--- src/rtl/infrared_tx.sv ---
// NEC infrared transmitter: a 32-bit frame written over the slave port is sent LSB first as carrier-modulated marks/spaces.
// Optional NEC repeat-code support is built when IR_REPEAT_EN is defined.
module infrared_tx #(
  parameter int UNIT_CYCLES    = 28125,
  parameter int CARRIER_PERIOD = 1316,
  parameter int CARRIER_HIGH   = 439
) (
  input  logic        clk,
  input  logic        reset,
  input  logic        s_cs_n,
  input  logic        s_address,
  input  logic        s_read,
  output logic [31:0] s_readdata,
  input  logic        s_write,
  input  logic [31:0] s_writedata,
  output logic        irq,
  output logic        ir_out
);

  localparam int CW   = $clog2(16 * UNIT_CYCLES + 1);
  localparam int CARW = $clog2(CARRIER_PERIOD + 1);

  localparam logic [CW-1:0] L1  = CW'(UNIT_CYCLES - 1);
  localparam logic [CW-1:0] L3  = CW'(3 * UNIT_CYCLES - 1);
  localparam logic [CW-1:0] L8  = CW'(8 * UNIT_CYCLES - 1);
  localparam logic [CW-1:0] L16 = CW'(16 * UNIT_CYCLES - 1);
`ifdef IR_REPEAT_EN
  localparam logic [CW-1:0] L4  = CW'(4 * UNIT_CYCLES - 1);
`endif

  typedef enum logic [2:0] {
    IDLE, LEAD_MARK, LEAD_SPACE, BIT_MARK, BIT_SPACE, STOP_MARK
`ifdef IR_REPEAT_EN
    , REP_SPACE
`endif
  } state_t;

  state_t          state, state_next;
  logic [CW-1:0]   unit_cnt, lim;
  logic [CARW-1:0] carrier_cnt;
  logic [4:0]      bit_idx;
  logic [31:0]     frame_reg;
  logic            busy, mark, unit_done, done_frame;
  logic            wr, rd, start_frame, start_rep, rep;

  assign wr          = ~s_cs_n & s_write;
  assign rd          = ~s_cs_n & s_read;
  assign start_frame = wr & ~s_address & (state == IDLE);
`ifdef IR_REPEAT_EN
  assign start_rep   = wr & s_address & s_writedata[0] & (state == IDLE);
`else
  assign start_rep   = 1'b0;
`endif

  // Last counter value of the current state; a 1 bit stretches its space to 3 units.
  always_comb begin
    lim = L1;
    case (state)
      LEAD_MARK:  lim = L16;
      LEAD_SPACE: lim = L8;
      BIT_SPACE:  lim = frame_reg[bit_idx] ? L3 : L1;
`ifdef IR_REPEAT_EN
      REP_SPACE:  lim = L4;
`endif
      default:    lim = L1;
    endcase
  end

  assign unit_done  = (state != IDLE) && (unit_cnt == lim);
  assign done_frame = (state == STOP_MARK) && unit_done;

  always_ff @(posedge clk) begin
    if (reset) state <= IDLE;
    else       state <= state_next;
  end

  always_comb begin
    state_next = state;
    case (state)
      IDLE:       if (start_frame || start_rep) state_next = LEAD_MARK;
      LEAD_MARK:  if (unit_done) begin
`ifdef IR_REPEAT_EN
                    state_next = rep ? REP_SPACE : LEAD_SPACE;
`else
                    state_next = LEAD_SPACE;
`endif
                  end
      LEAD_SPACE: if (unit_done) state_next = BIT_MARK;
      BIT_MARK:   if (unit_done) state_next = BIT_SPACE;
      BIT_SPACE:  if (unit_done) state_next = (bit_idx == 5'd31) ? STOP_MARK : BIT_MARK;
`ifdef IR_REPEAT_EN
      REP_SPACE:  if (unit_done) state_next = STOP_MARK;
`endif
      STOP_MARK:  if (unit_done) state_next = IDLE;
      default:    state_next = IDLE;
    endcase
  end

  always_comb begin
    busy   = (state != IDLE);
    mark   = (state == LEAD_MARK) || (state == BIT_MARK) || (state == STOP_MARK);
    ir_out = mark && (carrier_cnt < CARW'(CARRIER_HIGH));
  end

  always_ff @(posedge clk) begin
    if (reset) begin
      unit_cnt    <= '0;
      carrier_cnt <= '0;
      bit_idx     <= '0;
      frame_reg   <= '0;
      rep         <= 1'b0;
      irq         <= 1'b0;
    end else begin
      unit_cnt <= (state == IDLE || unit_done) ? '0 : unit_cnt + CW'(1);
      // Carrier phase restarts with every state so each mark opens with a high half-cycle.
      if (state_next != state || carrier_cnt == CARW'(CARRIER_PERIOD - 1))
        carrier_cnt <= '0;
      else
        carrier_cnt <= carrier_cnt + CARW'(1);
      if (state == IDLE)
        bit_idx <= '0;
      else if (state == BIT_SPACE && unit_done)
        bit_idx <= bit_idx + 5'd1;
      if (start_frame) begin
        frame_reg <= s_writedata;
        rep       <= 1'b0;
      end else if (start_rep) begin
        rep <= 1'b1;
      end
      if (done_frame) irq <= 1'b1;
      else if (wr)    irq <= 1'b0;
    end
  end

  always_comb begin
    s_readdata = '0;
    if (rd) s_readdata = s_address ? frame_reg : {30'b0, irq, busy};
  end

endmodule
--- config.mk ---
export PLATFORM = sky130hd
export DESIGN_NAME = infrared_tx
export DESIGN_NICKNAME = d
export VERILOG_FILES = /design/src/rtl/infrared_tx.sv
export SDC_FILE = /design/constraint.sdc
export NUM_CORES = 1
export LEC_CHECK = 0
export BUFFER_PORTS_ARGS = -buffer_cell sky130_fd_sc_hd__clkbuf_2
export CAP_MARGIN = 20
export CORE_ASPECT_RATIO = 0.9
export CORE_MARGIN = 4
export CORE_UTILIZATION = 30
export DETAILED_ROUTE_END_ITERATION = 16
export PLACE_DENSITY = 0.44
export SETUP_SLACK_MARGIN = 0.02
export SYNTH_ARGS = -nofsm -noshare
export SYNTH_HDL_FRONTEND = slang
export SYNTH_SLANG_ARGS = --single-unit
--- constraint.sdc ---
create_clock -name clk -period 4.5 [get_ports clk]
set_input_delay 1.125 -clock clk [delete_from_list [all_inputs] [get_ports clk]]
set_output_delay 1.125 -clock clk [all_outputs]
set_load 0.1 [all_outputs]
==> flow_summary.ini <==
[placed_design]
place_inst = 706
place_area_um2 = 4542
hpwl_um = 7489
place.gp.congestion = 0.7798
io_buffer_count = 71

[worst_setup_path]
path_cells = clkbuf_2 -> nand2b_1 -> nor2_1 -> buf_4 -> and2_1 -> buf_4
reg2reg_from = bit_idx[2]$_SDFFE_PP0P_
crit_top_cell = buf_4
worstSetupStartpoint = s_cs_n
required_ps = 3380
slowest_stage = nor2_1
start_kind = primary input
crit_path_end_kind = output pin
path_class = in2out
max_stage_delay_ps = 350
critPathArrivalTime_ps = 2500
path_max_fanout = 23

[final_layout]
final_util_pct = 37.94
diodes = 0
largest_register_ffs = 32
area_growth_syn_to_layout_pct = 22.20
layout_commonest_cell = nand2_1
final_cell_mix = 96 x nand2_1, 71 x dfxtp_1, 41 x clkbuf_2, 40 x a21oi_1, 35 x buf_4
drive_gt1_share_pct = 20.83
final_area_um2 = 4870
final_cells = 721
nets = 595

[logic_synthesis]
avgSynthCellArea_um2 = 7.986
syn_inst = 499
yosys_register_bits = 71
synth_fp_nets = 541
ys_types = 56
synthArstFlopShare_pct = 0
ys_warn_count = 0
yosysSeqAreaShare_pct = 35.67
netlist_area_um2 = 3985
synth-main-ff-cell = dfxtp_1
synth_edf_count = 0

[clock_network]
post_cts_buffers = 0
clkLatencyLatePin_ps = 340
cts.sinks = 71
cts_buffers = 9
path_clk_slew_ps = 50
htreeDepth = 3
cts-root-buf = clkbuf_16
cts_tree = yes
cts_buffer_depth = 2
cts_resized = 0
hold_buffers = 0

[die]
die_w_um = 129.5
coreArea_um2 = 12830
ioPinCount = 72
rows = 39
die_h_um = 117.3
die-area_um2 = 15190
initial_core_util_pct = 31.05

[grt]
grt_pass1_vias = 3476
grt_start_max_net_pins = 47
met2_usage_pct = 21.34
overflow = 0
use_met3_pct = 5.091
busiest_layer = met2
use_met1_pct = 19.58
antenna_found_initial = 0
grt_use_total_pct = 14.24
grt_pass1_wl_um = 17520

[route]
drt_first_pass_iters = 4
drt_iter0_markers = 227
viasPerCell = 4.925
ant_nets = 0
vias = 3551
routed_wl_um = 10600
drcViolationCount = 0
avgRoutedWirePerCell_um = 14.70

[sta]
clock_skew_ps = 6.954
hold_violations = 0
tns_ps = 0
period_needed_ps = 3621
setup_viol = 0
worstMarginPinSlew_ps = 1060
clock.fmax_mhz = 276.2
maxSlewHeadroom_pct = 28.80
period_share_pct = 80.46
hold_slack_ps = 457.0
rsz0062_at_grt = false
slew_viol_final = 0

[pwr]
ir_drop_mv = 0.2071
power_density_nw_per_um2 = 331.8
leakagePower_uw = 0.001757

[worst_hold_path]
hold_class = reg2reg
min-delay-start = carrier_cnt[0]$_SDFF_PP0_

[status]
status = finished clean

[job]
drv_cap = 0
[path summary, 6_finish.rpt]
kind / endpoint / slack [ps] / cells after the start
max: s_readdata[8] / 880 / 6
min: carrier_cnt[0]$_SDFF_PP0_ / 460 / 1
max reg2reg: carrier_cnt[10]$_SDFF_PP0_ / 1670 / 10
min reg2reg: carrier_cnt[0]$_SDFF_PP0_ / 460 / 1
[metrics by stage]
stage / worst slack (ps) / power (µW)
6_report: 879.4 / 1616
5_1_grt: 757.8 / 1681
4_1_cts: 885.0 / 1644
3_5_place_dp: 886.4 / 830.0
3_3_place_gp: 991.4 / 825.5
2_1_floorplan: 822.9 / 780.5
[Yosys cell counts, types with 5 or more instances]
cell type / number / share of area, %
a211oi_2: 10 / 3.1
a21oi_1: 40 / 5.0
and2_1: 34 / 5.3
and3_1: 6 / 0.94
buf_2: 6 / 0.75
clkbuf_1: 24 / 2.3
dfxtp_1: 71 / 36
inv_1: 8 / 0.75
mux2i_1: 21 / 5.3
nand2_1: 96 / 9.0
nand2b_1: 5 / 0.78
nand3_1: 17 / 2.1
nor2_1: 28 / 2.6
nor3_1: 26 / 3.3
o21ai_0: 6 / 0.75
o31ai_1: 5 / 0.94
or3_1: 5 / 0.78
or4_1: 5 / 0.94
xnor2_1: 12 / 2.6
xor2_1: 15 / 3.3
[worst max-delay path, delay by kind of cell]
| kind | cells | cell delay [ps] |
|---|---|---|
| buffers and inverters | 3 | 670 |
| and+or+nand+nor | 3 | 690 |
[kinds of logic (layout without fill, tap and decap cells)]
group | Yosys count | in the layout | share of synthesized area, %
flip-flops | 71 | 71 | 35.67
AND/OR/NAND/NOR | 248 | 248 | 31.52
multiplexers | 22 | 22 | 5.620
XOR/XNOR | 27 | 27 | 5.934
adder cells (fa/ha/maj) | 4 | 4 | 1.256
AO/OA/AOI/OAI | 84 | 84 | 15.01
buffers and inverters | 43 | 101 | 4.992
[layout make-up]
class | instances | area [µm²]
clock buffers | 11 | 232.7
fillers | 1330 | 7964
flip-flops and latches | 71 | 1421
multi-input cells | 385 | 2370
clock inverters | 4 | 95.09
repair buffers | 78 | 515.5
inverters | 8 | 30.03
well taps | 164 | 205.2
[per-layer routing]
metal / vias to the layer above / part of all wire (%) / wire length [µm]
li1: 1825 / - / -
met1: 1627 / 50 / 5331
met2: 90 / 43 / 4584
met3: 9 / 5.5 / 585
met4: 0 / 0.92 / 97
met5: - / 0 / 0
[where the power goes]
part	switching [µW]	leakage [µW]	total, µW	internal, µW
combinational	97.7	0.00102	149	51.1
clock	263	0.000160	801	537
sequential	20.6	0.000575	666	646
Power figures use the tool's default switching activity.
